## src/rtl/psd_pkg.sv

```systemverilog
// Shared definitions for the parallel sequence detector: default widths,
// a constant-evaluable clog2 and the match extractor state encoding.
package psd_pkg;

    localparam int WID_BITSTREAM_DEF = 32;

    typedef enum logic {
        EXT_Idle = 1'b0,
        EXT_Emit = 1'b1
    } ext_state_t;

    // Smallest n with 2**n >= value; usable in parameter expressions.
    function automatic int clog2(input int value);
        int result;
        result = 0;
        for (int i = 0; i < 31; i++) begin
            if ((32'sd1 <<< i) < value) begin
                result = i + 1;
            end
        end
        return result;
    endfunction

    function automatic int f_offset_width(input int wid_wordcount, input int wid_bitstream);
        return wid_wordcount + clog2(wid_bitstream);
    endfunction

endpackage

```

## src/rtl/mpc_word_fifo.sv

```systemverilog
// Synchronous FIFO holding {mask, word index} entries. Read data comes from the
// registered head, so a word pushed into an empty FIFO is visible one cycle later.
module mpc_word_fifo
    import psd_pkg::*;
#(
    parameter int WID_Data = 8,
    parameter int DEPTH    = 4
) (
    input  logic                i_clk,
    input  logic                i_reset,
    input  logic                i_clear,
    input  logic                i_push,
    input  logic [WID_Data-1:0] i_data,
    input  logic                i_pop,
    output logic [WID_Data-1:0] o_data,
    output logic                o_full,
    output logic                o_empty
);

    localparam int WID_Ptr = clog2(DEPTH);

    logic [WID_Data-1:0] r_mem [DEPTH];
    logic [WID_Ptr:0]    r_wr_ptr;
    logic [WID_Ptr:0]    r_rd_ptr;
    logic                w_push;
    logic                w_pop;

    assign w_push  = i_push & ~o_full;
    assign w_pop   = i_pop & ~o_empty;
    assign o_empty = (r_wr_ptr == r_rd_ptr);
    assign o_full  = (r_wr_ptr[WID_Ptr] != r_rd_ptr[WID_Ptr]) &&
                     (r_wr_ptr[WID_Ptr-1:0] == r_rd_ptr[WID_Ptr-1:0]);
    assign o_data  = r_mem[r_rd_ptr[WID_Ptr-1:0]];

    // Pointer update; the extra MSB distinguishes full from empty.
    always_ff @(posedge i_clk) begin
        if (i_reset || i_clear) begin
            r_wr_ptr <= '0;
            r_rd_ptr <= '0;
        end else begin
            if (w_push) begin
                r_wr_ptr <= r_wr_ptr + (WID_Ptr+1)'(1);
            end
            if (w_pop) begin
                r_rd_ptr <= r_rd_ptr + (WID_Ptr+1)'(1);
            end
        end
    end

    // Storage write.
    always_ff @(posedge i_clk) begin
        if (w_push) begin
            r_mem[r_wr_ptr[WID_Ptr-1:0]] <= i_data;
        end
    end

endmodule

```

## src/rtl/match_position_collector.sv

```systemverilog
// Turns per-word match masks into absolute bit offsets {word_index, bit},
// emitted lowest bit first over valid/ready; bursts are buffered, excess flagged.
module match_position_collector
    import psd_pkg::*;
#(
    parameter int  WID_Bitstream = WID_BITSTREAM_DEF,
    parameter int  WID_WordCount = 16,
    parameter int  DEPTH_Fifo    = 16,
    localparam int WID_Offset    = f_offset_width(WID_WordCount, WID_Bitstream)
) (
    input  logic                     local_MPC_clk,
    input  logic                     local_MPC_reset,
    input  logic                     local_MPC_newstream,
    input  logic                     local_MPC_valid,
    input  logic [WID_Bitstream-1:0] local_MPC_position,
    output logic                     MPC_local_valid,
    input  logic                     local_MPC_ready,
    output logic [WID_Offset-1:0]    MPC_local_offset,
    output logic                     MPC_local_busy,
    output logic                     MPC_local_overflow,
    output logic [WID_Offset-1:0]    MPC_local_count
);

    localparam int WID_Sel   = clog2(WID_Bitstream);
    localparam int WID_Entry = WID_Bitstream + WID_WordCount;

    function automatic logic [WID_Sel-1:0] f_lowest_set(input logic [WID_Bitstream-1:0] mask);
        logic [WID_Sel-1:0] pos;
        pos = '0;
        for (int i = WID_Bitstream - 1; i >= 0; i--) begin
            if (mask[i]) begin
                pos = WID_Sel'(i);
            end
        end
        return pos;
    endfunction

    logic [WID_WordCount-1:0] r_index;
    logic                     r_overflow;
    logic [WID_Offset-1:0]    r_count;
    ext_state_t               r_state;
    logic [WID_Bitstream-1:0] r_mask;
    logic [WID_WordCount-1:0] r_word_idx;

    ext_state_t               w_state_nxt;
    logic [WID_Bitstream-1:0] w_mask_nxt;
    logic [WID_WordCount-1:0] w_idx_nxt;
    logic                     w_pop;
    logic                     w_accept;
    logic                     w_nonzero;
    logic                     w_push;
    logic                     w_drop;
    logic                     w_handshake;
    logic [WID_Bitstream-1:0] w_mask_rest;
    logic [WID_Entry-1:0]     w_fifo_data;
    logic                     w_fifo_full;
    logic                     w_fifo_empty;

    assign w_accept    = local_MPC_valid & ~local_MPC_newstream;
    assign w_nonzero   = |local_MPC_position;
    assign w_push      = w_accept & w_nonzero & ~w_fifo_full;
    assign w_drop      = w_accept & w_nonzero & w_fifo_full;
    assign w_handshake = (r_state == EXT_Emit) & local_MPC_ready;
    // Clearing the lowest set bit: m & (m - 1).
    assign w_mask_rest = r_mask & (r_mask - WID_Bitstream'(1));

    assign MPC_local_valid    = (r_state == EXT_Emit);
    assign MPC_local_offset   = {r_word_idx, f_lowest_set(r_mask)};
    assign MPC_local_busy     = ~w_fifo_empty | (r_state == EXT_Emit);
    assign MPC_local_overflow = r_overflow;
    assign MPC_local_count    = r_count;

    mpc_word_fifo #(
        .WID_Data (WID_Entry),
        .DEPTH    (DEPTH_Fifo)
    ) u_fifo (
        .i_clk   (local_MPC_clk),
        .i_reset (local_MPC_reset),
        .i_clear (local_MPC_newstream),
        .i_push  (w_push),
        .i_data  ({local_MPC_position, r_index}),
        .i_pop   (w_pop),
        .o_data  (w_fifo_data),
        .o_full  (w_fifo_full),
        .o_empty (w_fifo_empty)
    );

    // Stream bookkeeping: word index, sticky overflow, saturating match count.
    always_ff @(posedge local_MPC_clk) begin
        if (local_MPC_reset || local_MPC_newstream) begin
            r_index    <= '0;
            r_overflow <= 1'b0;
            r_count    <= '0;
        end else begin
            if (w_accept) begin
                r_index <= r_index + WID_WordCount'(1);
            end
            if (w_drop) begin
                r_overflow <= 1'b1;
            end
            if (w_handshake && (r_count != {WID_Offset{1'b1}})) begin
                r_count <= r_count + WID_Offset'(1);
            end
        end
    end

    // Extractor state and working mask registers.
    always_ff @(posedge local_MPC_clk) begin
        if (local_MPC_reset || local_MPC_newstream) begin
            r_state    <= EXT_Idle;
            r_mask     <= '0;
            r_word_idx <= '0;
        end else begin
            r_state    <= w_state_nxt;
            r_mask     <= w_mask_nxt;
            r_word_idx <= w_idx_nxt;
        end
    end

    // Extractor next state; the last bit of a mask reloads from the FIFO without a bubble.
    always_comb begin
        w_state_nxt = r_state;
        w_mask_nxt  = r_mask;
        w_idx_nxt   = r_word_idx;
        w_pop       = 1'b0;
        case (r_state)
            EXT_Idle: begin
                if (!w_fifo_empty) begin
                    w_pop       = 1'b1;
                    w_mask_nxt  = w_fifo_data[WID_Entry-1:WID_WordCount];
                    w_idx_nxt   = w_fifo_data[WID_WordCount-1:0];
                    w_state_nxt = EXT_Emit;
                end else begin
                    w_state_nxt = EXT_Idle;
                end
            end
            EXT_Emit: begin
                if (w_handshake) begin
                    w_mask_nxt = w_mask_rest;
                    if (w_mask_rest != '0) begin
                        w_state_nxt = EXT_Emit;
                    end else if (!w_fifo_empty) begin
                        w_pop       = 1'b1;
                        w_mask_nxt  = w_fifo_data[WID_Entry-1:WID_WordCount];
                        w_idx_nxt   = w_fifo_data[WID_WordCount-1:0];
                        w_state_nxt = EXT_Emit;
                    end else begin
                        w_state_nxt = EXT_Idle;
                    end
                end else begin
                    w_state_nxt = EXT_Emit;
                end
            end
            default: begin
                w_state_nxt = EXT_Idle;
                w_mask_nxt  = '0;
            end
        endcase
    end

endmodule

```

## config.mk

```make
export PLATFORM = sky130hd
export DESIGN_NAME = match_position_collector
export DESIGN_NICKNAME = d
export VERILOG_FILES = /design/src/rtl/psd_pkg.sv /design/src/rtl/mpc_word_fifo.sv /design/src/rtl/match_position_collector.sv
export SDC_FILE = /design/constraint.sdc
export NUM_CORES = 1
export LEC_CHECK = 0
export BUFFER_PORTS_ARGS = -buffer_cell sky130_fd_sc_hd__buf_2
export CAP_MARGIN = 20
export CORE_MARGIN = 2
export CORE_UTILIZATION = 56
export DETAILED_ROUTE_END_ITERATION = 8
export PLACE_DENSITY = 0.75
export SYNTH_ARGS = -nofsm -noshare
export SYNTH_HDL_FRONTEND = slang
export SYNTH_SLANG_ARGS = --single-unit
```

## constraint.sdc

```tcl
create_clock -name local_MPC_clk -period 5.5 [get_ports local_MPC_clk]
set_input_delay 0.55 -clock local_MPC_clk [delete_from_list [all_inputs] [get_ports local_MPC_clk]]
set_output_delay 0.55 -clock local_MPC_clk [all_outputs]
set_load 0.02 [all_outputs]
```

Word level (Yosys, flattened, before mapping)
Memories as Yosys holds them, arrays and structs flattened. A register that Yosys moved wholly into a read port is not among the register bits.
Cells that the tools add are included.
Word-level totals
  memories: 1
  register bits: 97
  output and inout bits: 45
  input bits: 37
  word-level logic and storage cells: 93
  memory bits (writable): 768
Memory list
  u_fifo.r_mem: words 16, width 48, read ports 1, clocked after Yosys merged registers in 1, write ports 1, RTL line mpc_word_fifo.sv:22  | logic [WID_Data-1:0] r_mem [DEPTH];
Operators by class
  $add $sub $neg: 5
  equal/unequal tests: 7
  bitwise logic cells: 13
  reductions and logical operators: 7
  mux-type cells: 52
Operators by type and width (number)
  $mux W5: 32
  $mux W32: 4
  $pmux W32 S2: 1
  $mux W16: 3
  $and A32 B32 Y32: 1
  $pmux W16 S2: 1
  $reduce_bool A32 Y1: 1
  $reduce_or A32 Y1: 1
  $sub A32 B1 Y32 const B: 1
  $add A21 B1 Y21 const B: 1
  $ne A21 B21 Y1 const B: 1
  $add A16 B1 Y16 const B: 1
  $add A5 B1 Y5 const B: 2
  $mux W4: 2
  $and A1 B1 Y1: 7
  $mux W1: 7
  $eq A5 B5 Y1: 1
  $eq A4 B4 Y1: 1
  $ne A2 B2 Y1 const B: 2
  $not A1 Y1: 4
  $pmux W1 S2: 2
  $reduce_and A2 Y1: 2
  $logic_and A1 B1 Y1: 2
  $ne A2 B1 Y1 const B: 1
  other kinds (3): 3

Longest topological paths before layout
  depth after elaboration: 32
  mapped depth: 12
  depth with buffers taken out: 9

Cells and area by module
A second synthesis with hierarchy kept.
Unflattened totals
  cells, all modules: 1701
  area total of the unflattened synthesis: 34276.6 sq um
Modules (own cells, without submodules)
  mpc_word_fifo: times used 1, area an instance 29843.6 sq um, cells an instance 1169, sequential area each 23342.4 sq um
  match_position_collector: times used 1, area an instance 4433.0 sq um, cells an instance 532, sequential area each 1741.7 sq um

Least setup slack after synthesis
No wires, ideal clock.
  kind: register to register
  from: reg u_fifo.r_wr_ptr[2]
  to: mem u_fifo.r_mem[3][0] (netlist bit), enable pin
  library setup time: 0.513 ns
  period minus slack after synthesis: 5.205 ns
  setup slack: 0.295 ns
  data required time: 4.987 ns
  path buffers: 1
  stages on the path, launching flop included: 8
  arrival time: 4.693 ns
  path through: dfxtp_1 -> clkbuf_1 -> xnor2_1 -> nand4_1 -> nor2_1 -> nor2_1 -> nand2_1 -> nor3_1
On the way
  longest elaborated chain between the ends: 7
RTL lines
  start: declaration: RTL line mpc_word_fifo.sv:23  | logic [WID_Ptr:0] r_wr_ptr;
  start signal: assignment: RTL line mpc_word_fifo.sv:42  | r_wr_ptr <= r_wr_ptr + (WID_Ptr+1)'(1);
  $eq A4 B4 Y1: RTL line mpc_word_fifo.sv:32  | (r_wr_ptr[WID_Ptr-1:0] == r_rd_ptr[WID_Ptr-1:0]);
  $logic_and A1 B1 Y1: RTL line mpc_word_fifo.sv:31  | assign o_full = (r_wr_ptr[WID_Ptr] != r_rd_ptr[WID_Ptr]) &&
  $not A1 Y1: RTL line mpc_word_fifo.sv:28, match_position_collector.sv:61
  $and A1 B1 Y1: RTL line match_position_collector.sv:61  | assign w_push = w_accept & w_nonzero & ~w_fifo_full;
  $and A1 B1 Y1: RTL line mpc_word_fifo.sv:28  | assign w_push = i_push & ~o_full;
  $mux W1: RTL line mpc_word_fifo.sv:52  | if (w_push) begin
  $mux W1 (not written as such): RTL line mpc_word_fifo.sv:53  | r_mem[r_wr_ptr[WID_Ptr-1:0]] <= i_data;
  end: declaration: RTL line mpc_word_fifo.sv:22
Several ways; a longest one is shown, not always the timed one.

Worst setup path in the final report
  from: reg r_mask[9]
  to: reg r_mask[28]
On the way
  longest elaborated chain between the ends: 6
  elaborated cells on any way between the ends: 7
RTL lines
  start: declaration: RTL line match_position_collector.sv:42  | logic [WID_Bitstream-1:0] r_mask;
  start signal: assignment: RTL line match_position_collector.sv:115  | r_mask <= w_mask_nxt;
  $sub A32 B1 Y32: RTL line match_position_collector.sv:65  | assign w_mask_rest = r_mask & (r_mask - WID_Bitstream'(1));
  $and A32 B32 Y32 *: RTL line match_position_collector.sv:65
  $reduce_bool A32 Y1 / $mux W32 (equally long branches): RTL line match_position_collector.sv:140, match_position_collector.sv:142
  $mux W32 *: RTL line match_position_collector.sv:140  | if (w_mask_rest != '0) begin
  $mux W32 *: RTL line match_position_collector.sv:138  | if (w_handshake) begin
  $pmux W32 S2 *: RTL line match_position_collector.sv:126  | case (r_state)
Every way passes the cells marked *; elsewhere a longest branch is shown, timed or not. The select of a mux whose other input is x is not followed.
A chain may end at the register's enable or synchronous reset.

==> metrics.txt <==
final critical-path share of the clock period 81.80%; clk_skew 0.02578 ns; Die ar. 62470 sq um; synthesis-to-layout area growth 12.80%; RSZ-0062 raised after global routing false; CTS Hold Bufs 0; Post-Syn Area 33870 sq um; Peak VDD IR 0.2554 mV; overall power 13.68 mW; Detailed Place HPWL 41890 um; Seq. cell area 25100 sq um; synthesized-area fraction occupied by adder cells 0.3177%; GP Congestion 0.8707; crit path from r_mask[9]; Mapped Cells 1722; maxcap violations 0; Die Span Y 249.9 um; FF-to-FF Start r_mask[9]; clk buf depth 3; largest net degree at the start of global routing 86; Seq cells post-synth 869; post-route cell area 38210 sq um; Compound-Gate Fraction of Synth Area 3.188%; critical path class register to register; P per Cell Area 358.1 nW/um^2; Lkg Pwr 11.78 nW; IO Port Bufs 81; FP Rows 90; fmax 222.3 MHz; H-Tree Level Count 3; via count 17.33k; fin nets 1871; # DRC 0; post-route setup TNS 0 ns; initial drt markers 1942; Post-Synth Simple-Gate Area 4.059%; clock sinks 869; Core Area 60130 sq um; die width 249.9 um; post-synthesis async set-or-reset flop share 0%; number of global-route vias before repair 17.57k; most common cell after layout, fill and taps aside edfxtp_1; Worst-path clk slew 0.07 ns; worst path required time 6.02 ns; Critical Path AT 5.02 ns; Slew @ Worst Pin 1.143 ns; multi-input logic area 8462 sq um; final cell count without fillers 2677; Ports 82; Final min period 4.499 ns; Routed WL 75960 um; Netlist cell types 60; Post-Syn Nets 1766; Post-CTS Setup Bufs 0; mux contribution to synthesized area 16.02%; total track usage 24.65%; WL/cell 28.37 um; Initial Utilization 56.33%; Worst Setup Slack, final 1.001 ns; final hold vios 0; ys flop type edfxtp_1; CP startpoint kind register; post-place setup slack 1.057 ns; DR vias/cell 6.475; Setup crit end kind register; CTS buffer count 84; utilization after layout 63.54%; endpoints failing setup 0; # fillers 3987; Slew HR 23.80%; CTS root buffer clkbuf_16; Diodes inserted 0; Worst Hold Launch local_MPC_valid; layout cell share with drive strength beyond 1 26.97%; DRT antenna net count 0; placed instance area 35410 sq um; global-route wire length before repair 112600 um; commonest cells after routing, fill and taps aside 768 x edfxtp_1, 240 x mux4_2, 97 x dfxtp_1, 89 x clkbuf_16, 81 x buf_2; CTS resizes 0; min-delay worst type primary input to register; largest family of logic cells by synthesized area multiplexers; CP max FO 33; total gr overflow 0; XOR/XNOR share of the synthesized area 1.008%; sequential area share after synthesis 74.05%; clock latency on the worst-skew pair 0.64 ns; Yosys Warn Count 0; status complete, no violations; Hold WS 0.2702 ns; final slew viol count 0; Post-synth EDFFs 768; initial antenna violation count 6; Mapped Avg Cell Area 19.67 sq um; TritonCTS clock tree yes; 1st-pass router iterations 5; placed instance count 2521
-- final cells by class --
class,instances,area share [%]
sequential,869,65.68
multi-input combinational,737,22.15
clock buffer,108,6.120
tap,782,2.561
timing repair buffer,119,2.217
clock inverter,46,1.113
inverter,16,0.1572
-- final timing paths --
| check | slack [ns] | cells past startpoint | end |
|---|---|---|---|
| setup / recovery | 1.00 | 9 | r_mask[28] |
| hold / removal | 0.27 | 3 | r_index[0] |
| setup reg to reg | 1.00 | 9 | r_mask[28] |
| hold reg to reg | 0.46 | 2 | r_word_idx[9] |
-- Yosys cell counts (3+ instances only) --
cell	instances	area, sq um
edfxtp_1	768	23060
mux4_2	240	5405
dfxtp_1	101	2022
nor2_1	89	334.1
clkbuf_1	67	251.5
nand2_1	58	217.7
a21oi_1	46	230.2
nand3_1	40	200.2
o21ai_0	34	170.2
buf_1	23	86.33
nor3_1	22	110.1
xor2_1	22	192.7
a22o_1	19	166.4
o31ai_1	19	142.6
nor4_1	17	106.4
xnor2_1	17	148.9
inv_1	16	60.06
nand4_1	14	87.58
or3_1	13	81.33
buf_2	8	40.04
and3_1	7	43.79
ha_1	7	87.58
or4_1	6	45.04
a211oi_1	5	37.54
and2_1	5	31.28
nand2b_1	5	31.28
a211o_1	3	26.28
nor2b_1	3	18.77
o21bai_1	3	22.52
o221ai_1	3	26.28
-- routing by layer --
layer,up-vias,wire [um],global-route usage [%]
li1,7312,-,-
met1,9119,30690,34.86
met2,769,37040,39.00
met3,124,6355,5.288
met4,10,1813,7.973
met5,-,66,0
-- logic make-up after synthesis --
kind of cell,after synthesis
mux,242
buf+inv,116
fa+ha+maj,9
compound gates,160
xor+xnor,39
flops,869
simple gates,287
-- sequential cells by signal, indices dropped and copies added, names as in the netlist, named ones only --
| signal | flops |
|---|---|
| r_word_idx | 16 |
| r_mask | 32 |
| u_fifo.r_wr_ptr | 5 |
| r_index | 16 |
| u_fifo.r_mem | 768 |
| MPC_local_overflow | 1 |
| MPC_local_valid | 1 |
| u_fifo.r_rd_ptr | 5 |
| MPC_local_count | 21 |
-- critical path, cell delays in order, from the launching register on --
cell and delay [ns]:
dfxtp_1 0.41, nor4_1 0.64, nand4_1 0.67, a222oi_1 0.42, or4b_1 0.51, or4_4 0.48, o41ai_4 0.36, buf_4 0.46
o21ai_0 0.19, a22o_1 0.23
-- power breakdown --
part	switching [mW]	internal, mW	total (mW)
logic	0.446	0.289	0.736
registers	0.0430	7.18	7.22
clock network	2.39	3.34	5.73
Power figures use the tool's default switching activity.
